File: src/rtl/serial_subtractor8_pkg.sv
// Shared definitions for the bit-serial subtractor.
// Holds the FSM state encoding and the default operand width.
package serial_subtractor8_pkg;

    localparam int DEF_WIDTH = 8;

    typedef enum logic [1:0] {
        ST_IDLE = 2'd0,
        ST_BUSY = 2'd1,
        ST_DONE = 2'd2
    } state_t;

endpackage

File: src/rtl/serial_subtractor8_full_subtractor1.sv
// One-bit full subtractor: d = a - b - bi, borrow out on bo.
// Purely combinational; reused once per cycle by the serial engine.
module full_subtractor1 (
    input  logic a,
    input  logic b,
    input  logic bi,
    output logic d,
    output logic bo
);

    assign d  = a ^ b ^ bi;
    assign bo = (~a & b) | (~(a ^ b) & bi);

endmodule

File: src/rtl/serial_subtractor8.sv
// Bit-serial subtractor: d = a - b - bi, one bit per cycle, LSB first.
// Result and borrow-out are held from the done pulse until the next start.
module serial_subtractor8
    import serial_subtractor8_pkg::*;
#(
    parameter int WIDTH = DEF_WIDTH
) (
    input  logic             clk,
    input  logic             rst_n,
    input  logic             start,
    input  logic [WIDTH-1:0] a,
    input  logic [WIDTH-1:0] b,
    input  logic             bi,
    output logic             busy,
    output logic             done,
    output logic [WIDTH-1:0] d,
    output logic             bo
);

    localparam int CW = (WIDTH > 1) ? $clog2(WIDTH) : 1;
    localparam logic [CW-1:0] LAST = CW'(WIDTH - 1);

    state_t           state;
    state_t           state_nxt;
    logic [WIDTH-1:0] a_q;
    logic [WIDTH-1:0] b_q;
    logic [CW-1:0]    cnt;
    logic             brw;
    logic             fs_d;
    logic             fs_bo;
    logic             last_bit;

    assign last_bit = (cnt == LAST);

    full_subtractor1 u_fs (
        .a  (a_q[cnt]),
        .b  (b_q[cnt]),
        .bi (brw),
        .d  (fs_d),
        .bo (fs_bo)
    );

    always_ff @(posedge clk or negedge rst_n) begin
        if (!rst_n) begin
            state <= ST_IDLE;
        end else begin
            state <= state_nxt;
        end
    end

    always_comb begin
        state_nxt = state;
        busy      = 1'b0;
        done      = 1'b0;
        unique case (state)
            ST_IDLE: begin
                if (start) state_nxt = ST_BUSY;
            end
            ST_BUSY: begin
                busy = 1'b1;
                if (last_bit) state_nxt = ST_DONE;
            end
            ST_DONE: begin
                busy      = 1'b1;
                done      = 1'b1;
                state_nxt = ST_IDLE;
            end
            default: state_nxt = ST_IDLE;
        endcase
    end

    // Operands are latched so input changes mid-operation are harmless
    always_ff @(posedge clk or negedge rst_n) begin
        if (!rst_n) begin
            a_q <= '0;
            b_q <= '0;
            cnt <= '0;
            brw <= 1'b0;
            d   <= '0;
            bo  <= 1'b0;
        end else if (state == ST_IDLE && start) begin
            a_q <= a;
            b_q <= b;
            cnt <= '0;
            brw <= bi;
        end else if (state == ST_BUSY) begin
            d[cnt] <= fs_d;
            brw    <= fs_bo;
            if (last_bit) begin
                bo <= fs_bo;
            end else begin
                cnt <= cnt + 1'b1;
            end
        end
    end

endmodule

File: config.mk
export PLATFORM = sky130hd
export DESIGN_NAME = serial_subtractor8
export DESIGN_NICKNAME = d
export VERILOG_FILES = /design/src/rtl/serial_subtractor8_pkg.sv /design/src/rtl/serial_subtractor8_full_subtractor1.sv /design/src/rtl/serial_subtractor8.sv
export SDC_FILE = /design/constraint.sdc
export NUM_CORES = 1
export LEC_CHECK = 0
export CAP_MARGIN = 20
export CORE_MARGIN = 3
export CORE_UTILIZATION = 45
export CTS_CLUSTER_SIZE = 24
export DETAILED_ROUTE_END_ITERATION = 8
export GPL_TIMING_DRIVEN = 0
export PLACE_DENSITY = 0.74
export SETUP_SLACK_MARGIN = 0.3
export SKIP_LAST_GASP = 1
export SLEW_MARGIN = 20
export SYNTH_ARGS = -nofsm -noshare
export SYNTH_HDL_FRONTEND = slang
export SYNTH_HIERARCHICAL = 1
export SYNTH_SLANG_ARGS = --single-unit
export TNS_END_PERCENT = 10
File: constraint.sdc
create_clock -name clk -period 2 [get_ports clk]
set_input_delay 0.4 -clock clk [delete_from_list [all_inputs] [get_ports clk]]
set_output_delay 0.4 -clock clk [all_outputs]
set_load 0.005 [all_outputs]
==> summary.txt <==
Outcome
  – Outcome: finished with violations
  – Violated checks: setup timing

Routing
  – DR DRC count: 0
  – Drt pass-1 iters: 4
  – Antenna viol nets, final: 0
  – DR vias: 1057
  – Starting DRC count in detailed routing: 23
  – Via-to-Cell Ratio: 5.06
  – DRT Wirelength: 2970 um
  – Avg WL per Cell: 14.2 um

Logic synthesis
  – Syn Std Cell Area: 0.00154 mm^2
  – Mean Syn Cell Area: 13.2 um^2
  – Top cell type by total area after synthesis: dfrtp_1
  – Synth area leaders: dfrtp_1 50%, mux2_2 20%, ha_1 4.9%
  – Distinct cells, synth: 29
  – Yosys warnings: 6
  – Seq/Total Area, Yosys: 0.504
  – Synth top area share: 0.504
  – Syn Inst Count: 117
  – Mapped Nets: 144
  – Post-synthesis register bit count: 31

CTS
  – TritonCTS clock tree: built
  – H-tree depth: 2
  – CTS Hold Bufs: 0
  – Skew-Pair Late Insertion Delay: 0.33 ns
  – CTS sink cnt: 31
  – Clock tree root driver cell: clkbuf_4
  – CTS Buffer Depth: 2
  – Reg clk slew, reported paths: 0.09 ns
  – CTS Buf Count: 5

Floorplanning
  – Ports: 31
  – Die Wd: 64.5 um
  – Core ar.: 0.00315 mm^2
  – Die area: 0.00416 mm^2
  – Die Y-Extent: 64.5 um
  – Placement row count: 20
  – Initial Util: 0.488

STA
  – RSZ-0062 raised after global routing: true
  – Worst hold margin: 0.102 ns
  – Final Hold Viols: 0
  – Total Neg Setup Slack: -0.572 ns
  – Slack of the critical path: -0.0751 ns
  – Worst Max-Slew Pin Slew: 0.683 ns
  – Clock skew: 0.00536 ns
  – Fmax: 482 MHz
  – Final period util: 1.04
  – Final-report setup violation count: 8
  – Fin crit period: 2.08 ns
  – Max_slew headroom: 0.545
  – Slew Limit Fails: 0

Placement
  – Dpl hpwl: 2090 um
  – DP Area: 0.00190 mm^2
  – GP Congestion: 0.782
  – I/O Buffers: 30
  – Place WS: -0.129 ns

Finish
  – Highest-count cells in the layout ignoring fill and taps: 31 x dfrtp_1, 29 x clkdlybuf4s50_1, 23 x mux2_2, 10 x buf_4, 6 x ha_1
  – Share of cells above drive strength 1: 0.370
  – Commonest non-fill, non-tap cell in the layout: dfrtp_1
  – Syn-to-layout area delta: 34.2%
  – Nets: 192
  – Post-layout instance area: 0.00207 mm^2
  – Antenna diode count: 0

Worst setup path
  – WS Path Type: reg -> reg
  – Setup crit end kind: flop
  – Kind of start point of the critical path: flop
  – WP data arrival: 2.29 ns
  – Reg2reg start: cnt[1]
  – CP required: 2.21 ns
  – Critical path startpoint: cnt[1]
  – Critical Path Fanout Max: 8

Global route
  – First-pass GRT wire length: 5150 um
  – Total gr overflow: 0
  – GRT Util Overall: 0.161
  – Initial antenna violation count: 0
  – Vias in the first global route: 1136
  – Largest net degree at the start of global routing: 32

Power and ir drop
  – VDD IR max: 0.639 mV
  – Pwr Density: 1520 mW/mm^2
  – Static leakage: 0.933 nW

Hold path
  – Path type of the worst min-delay path: in -> async

Job
  – Max Cap Violations: 0
area by class of cell:
| class | instances | area (um^2) |
|---|---|---|
| multi-input cells | 74 | 714 |
| clock inverters | 1 | 5.00 |
| inverters | 6 | 27.5 |
| plain buffers | 6 | 55.1 |
| flip-flops and latches | 31 | 776 |
| clock buffers | 6 | 51.3 |
| fillers | 269 | 1090 |
| repair buffers | 41 | 382 |
| well taps | 44 | 55.1 |
state kept, by name, summed over array words and instances, names as in the netlist:
name   flops
cnt        3
d          8
a_q        8
bo         1
brw        1
state      2
b_q        8
Yosys cell counts:
master     n
dfrtp_1   31
mux2_2    27
ha_1       6
nand2_1    6
inv_1      5
mux2i_1    5
a21oi_1    4
buf_2      3
nor2_1     3
nor3_1     3
buf_4      2
mux4_2     2
nand3_1    2
nand4_1    2
nor2b_1    2
a211o_2    1
a21boi_0   1
and2b_1    1
buf_6      1
fa_1       1
inv_6      1
mux2_4     1
nand2_2    1
nand2b_1   1
nor3b_1    1
o211ai_1   1
o22a_1     1
or3_4      1
xnor2_1    1
metal layers:
layer / GRT usage / share of wire / wire length, um / vias up
met4: 0.0660 / 0.018 / 54 / 0
met3: 0.0520 / 0.059 / 175 / 6
li1: - / - / - / 507
met1: 0.195 / 0.43 / 1270 / 513
met2: 0.264 / 0.49 / 1470 / 31
met5: 0 / 0 / 0 / -
where the power goes:
part | total, mW | switching (mW) | internal, mW
combinational | 1.70 | 0.701 | 0.996
sequential | 1.08 | 0.151 | 0.924
clock | 0.364 | 0.201 | 0.163
total | 3.14 | 1.05 | 2.08
timing repair:
action,in CTS,in global routing
gates resized for setup,5,4
pin swaps,2,2
endpoints found under the hold margin,0,0
endpoints found under the setup margin,20,22
buffers inserted,8,3
kinds of logic after synthesis:
kind of cell               count (synthesis)  synth area share
and+or+nand+nor                           23            0.0797
xor gates and xnor gates                   1           0.00569
AOI/OAI and AO/OA                          8            0.0350
buffers and inverters                     12            0.0447
muxes                                     35             0.269
adders and majority gates                  7            0.0618
DFF                                       31             0.504
critical path, cell delays in order (launching register included):
cell      delay [ns]
dfrtp_1         0.40
buf_6           0.15
mux2i_1         0.12
a211o_2         0.32
o211ai_1        0.08
inv_1           0.08
fa_2            0.53
mux2_4          0.29
path summary, 6_finish.rpt:
check / to / slack [ns] / depth (start not counted)
setup / recovery: d[5] / -0.08 / 7
hold / removal: bo / 0.10 / 1
max in group asynchronous: b_q[0] / 1.46 / 1
setup reg to reg: d[5] / -0.08 / 7
hold reg to reg: b_q[1] / 0.51 / 1
min in group clk: b_q[1] / 0.51 / 1
through the flow:
stage,total power [mW],std cells,util
6_report,3.14,209,0.655
5_1_grt,3.40,209,0.655
4_1_cts,3.10,206,0.644
3_5_place_dp,2.61,191,0.602
3_3_place_gp,2.52,191,0.604
2_1_floorplan,2.10,117,-
No activity file was read; power rests on OpenSTA's default activity.
==> RTL change 1: new RTL, same settings <==
`DEF_WIDTH`: 8 -> 16.
--- a/src/rtl/serial_subtractor8_pkg.sv
+++ b/src/rtl/serial_subtractor8_pkg.sv
@@ -2,7 +2,7 @@
 // Holds the FSM state encoding and the default operand width.
 package serial_subtractor8_pkg;
 
-    localparam int DEF_WIDTH = 8;
+    localparam int DEF_WIDTH = 16;
 
     typedef enum logic [1:0] {
         ST_IDLE = 2'd0,
Ports: changed (resized a, b and d); port bits go from 31 to 55. No check against the original RTL was run, so the function may have changed too.
==> RTL change 1 against the unedited design <==
  * The flow still finishes with violations (negative setup slack)
  * Total power up 72%
  * Clock power up 100%
  * Cell area up 70%
  * Wire length up 66%
  * Worst setup slack worse by 0.41 ns
  * Area after synthesis up 74%
  * Sequential cell count up 25
  * Critical endpoint is now d[3]$_DFFE_PN0P_
  * Largest cell class unchanged
  * Largest power group unchanged
==> RTL change 1: results (changes against the unedited design) <==
synthCells: 193  # +65%
max_slew_margin: 0.532  # -0.0124
slowest_stage: "mux4_2"
synth-compound-area-share: 0.0327  # -0.00226
netSwitchingFraction: 0.323  # -0.0131
outcome: "finished with violations"
worst_slack_ns: -0.486  # -0.411 ns
yosys_warnings: 6  # unchanged
failed_checks: "negative setup slack"
leakagePower_nw: 1.51  # +62%
r2r-end: "d[3]$_DFFE_PN0P_"
cp_slowest_stage_delay_ns: 0.50  # -0.03 ns
synthXorXnorAreaFrac: 0  # -0.00569
vias: 1754  # +66%
yosysSeqAreaShare: 0.523  # +0.0191
placed_cells: 319  # +67%
crit_path_max_fanout: 7  # -1
netlist.area_leader.share: 0.523  # +0.0191
p_clk_uw: 732  # +100%
wl_um: 4920  # +66%
postCtsSetupRepairBufs: 6  # -2
drive_gt1_frac: 0.327  # -0.0427
routedWlPerCell_um: 14.7  # +3.5%
ir_worst_vdd_mv: 0.770  # +21%
grt_pass1_vias: 1865  # +64%
fill_cells: 434  # +61%
crit_family: "multiplexers"
fin_nets: 307  # +60%
setup_violations: 18  # +10
syn_nets: 238  # +65%
grt_max_degree: 57  # +78%
antenna_found_initial: 0  # unchanged
grt.total_usage: 0.157  # -0.00343
place_hpwl_um: 3570  # +71%
cts_resized: 2  # -3
synth_common_cells: "dfrtp_1 (56), mux2_2 (49), nand3_1 (18), ha_1 (8), inv_1 (8)"
clock-root-buffer: "clkbuf_8"
switching_power_mw: 1.74  # +65%
clock_skew_ns: 0.00826  # +0.00291 ns
place_congestion: 0.881  # +13%
muxShareOfSynthArea: 0.291  # +0.0219
worstPathArrival_ns: 2.69  # +0.40 ns
reg2reg_from: "cnt[0]$_DFFE_PN0P_"
largestRegisters: "a_q (16), b_q (16), d (16)"
r2r_cells: 9  # +2
p_seq_mw: 1.89  # +75%
ys_types: 30  # +3.4%
grt_pass1_wl_um: 8920  # +73%
hold_ws_ns: 0.126  # +0.0244 ns
drt_iter0_drc: 56  # +140%
synth_area_leaders: "dfrtp_1 (52%), mux2_2 (21%), mux4_1 (6.9%)"
io_buffers: 54  # +80%
synth_adder_area_share: 0.0448  # -0.0169
clock_latency_ns: 0.31  # -0.02 ns
[RTL change 1: cell count changes after synthesis, moves of 4 or more]
cell	unedited run	this run
nand3_1	2	18
mux2i_1	5	1
a22oi_1	0	4
mux4_1	0	7
dfrtp_1	31	56
mux2_2	27	49
[RTL change 1: layer usage]
layer,vias to the layer above,track usage,wire length (um)
met4,0,0.0431,79
met1,869,0.216,2230
met3,8,0.0397,253
met2,42,0.250,2360
met5,-,0,0
li1,835,-,-
[RTL change 1: cell type report]
cell class              count  area, um2  share of cell area
well taps                  72       90.1              0.0257
inverters                   9       33.8             0.00962
flip-flops and latches     56       1400               0.399
repair buffers             62        614               0.175
plain buffers              11       77.6              0.0221
clock inverters             2       35.0             0.00998
multi-input cells         117       1190               0.338
clock buffers               6       72.6              0.0207
[RTL change 1: through the flow]
| step | setup slack, ns | setup TNS, ns | instance area [um2] |
|---|---|---|---|
| floorplan | -0.348 | -4.71 | 2680 |
| global placement | -1.21 | -76.62 | 3310 |
| detailed placement | -0.612 | -9.14 | 3310 |
| CTS | -0.523 | -8.26 | 3480 |
| global route | -0.599 | -9.58 | 3510 |
| finish | -0.486 | -7.76 | 3510 |
[RTL change 1: worst min path at each step]
stage,end,cells past startpoint
global placement,d[15]$_DFFE_PN0P_,1
finish,state[0]$_DFFE_PN0P_,1
floorplan,a_q[0]$_DFFE_PN0P_,0
CTS,d[0]$_DFFE_PN0P_,1
global route,state[1]$_DFFE_PN0P_,1
detailed placement,a_q[9]$_DFFE_PN0P_,1
[RTL change 1: cell families (layout without fill, tap and decap cells)]
family                   count (synthesis)  in the layout
AO/OA/AOI/OAI                           14             14
adder cells (fa/ha/maj)                  9              9
buffers and inverters                   20             90
flip-flops                              56             56
multiplexers                            59             59
AND/OR/NAND/NOR                         35             35
==> RTL change 2: new RTL, same settings <==
Without the edit above. Register the output `d` once more, cleared by the reset; this adds one clock of latency there. The other outputs are not delayed to match. Comments in the files are not updated.
--- a/src/rtl/serial_subtractor8.sv
+++ b/src/rtl/serial_subtractor8.sv
@@ -19,6 +19,8 @@
 
     localparam int CW = (WIDTH > 1) ? $clog2(WIDTH) : 1;
     localparam logic [CW-1:0] LAST = CW'(WIDTH - 1);
+
+    logic [WIDTH-1:0] d_s0;
 
     state_t           state;
     state_t           state_nxt;
@@ -76,7 +78,7 @@
             b_q <= '0;
             cnt <= '0;
             brw <= 1'b0;
-            d   <= '0;
+            d_s0 <= '0;
             bo  <= 1'b0;
         end else if (state == ST_IDLE && start) begin
             a_q <= a;
@@ -84,7 +86,7 @@
             cnt <= '0;
             brw <= bi;
         end else if (state == ST_BUSY) begin
-            d[cnt] <= fs_d;
+            d_s0[cnt] <= fs_d;
             brw    <= fs_bo;
             if (last_bit) begin
                 bo <= fs_bo;
@@ -94,5 +96,13 @@
         end
     end
 
+    always_ff @(posedge clk or negedge rst_n) begin
+        if (!rst_n) begin
+            d <= '0;
+        end else begin
+            d <= d_s0;
+        end
+    end
+
 endmodule
 
Function: changed (Yosys sat finds a counterexample within 4 cycles, from zero or initial values and one cycle with rst_n low).
==> RTL change 2 against the unedited design <==
  * The flow still finishes with violations (negative setup slack)
  * Highest routed layer unchanged
  * Total power up 12%
  * Wire length rose by 2.5%
  * Cell area is 9.4% higher
  * Maximum frequency down 7.4%
  * Critical path depth is 1 lower
  * Die area up 11%
  * Critical path type unchanged
  * Sequential cell count is 8 higher
  * Worst setup slack got worse by 0.17 ns
  * Area after synthesis up 12%
==> RTL change 2: results (changes against the unedited design) <==
synthXorXnorAreaFrac: 0.00507  # -0.000626
synth_common_cells: "dfrtp_1 (39), mux2_2 (28), ha_1 (6), a21oi_1 (5), inv_1 (5)"
grt_pass1_wl_um: 5260  # +2.0%
worstPathArrival_ns: 2.41  # +0.12 ns
clock_skew_ns: 0.00584  # +0.000481 ns
setup_violations: 8  # unchanged
synth-compound-area-share: 0.0362  # +0.00122
failed_checks: "negative setup slack"
syn_nets: 149  # +3.5%
drt_iter0_drc: 44  # +91%
drive_gt1_frac: 0.323  # -0.0465
grt.total_usage: 0.156  # -0.00468
place_congestion: 0.780  # -0.22%
placed_cell_area_um2: 2130  # +12%
clk_pin_slew_ns: 0.07  # -0.02 ns
outcome: "finished with violations"
met3WireLength_um: 199  # +14%
post-place-ws_ns: -0.272  # -0.143 ns
postSynthAreaPerCell_um2: 14.2  # +7.8%
tns_ns: -1.87  # -1.30 ns
clock_latency_ns: 0.28  # -0.05 ns
setup.worst_path.end: "d_s0[3]$_DFFE_PN0P_"
fin_nets: 190  # -1.0%
worst_slack_ns: -0.242  # -0.167 ns
max_slew_margin: 0.725  # +0.180
placed_cells: 199  # +4.2%
slowest_stage: "mux4_2"
-- RTL change 2: final cells by class --
cell class                 count  area (um2)
multi-input combinational     72         722
buffer                         6        38.8
inverter                       5        18.8
tap                           46        57.6
fill                         295        1260
clock buffer                   8         100
timing repair buffer          34         345
sequential                    39         977
-- RTL change 2: report_power, final --
| part | leakage (nW) | total [mW] | internal [mW] | switching, mW |
|---|---|---|---|---|
| clock network | 0.0515 | 0.564 | 0.314 | 0.250 |
| registers | 0.474 | 1.35 | 1.16 | 0.183 |
| logic | 0.481 | 1.60 | 0.939 | 0.658 |
-- RTL change 2: routing by layer --
layer	track usage	up-vias
li1	-	511
met1	0.193	539
met2	0.259	36
met3	0.0476	4
met4	0.0521	0
met5	0	-
-- RTL change 2: worst max-delay path: cells and delay by family (launching register included) --
kind                     cells  cell delay, ns
buffers and inverters        2            0.20
flip-flops                   1            0.37
multiplexers                 3            1.08
adder cells (fa/ha/maj)      1            0.48
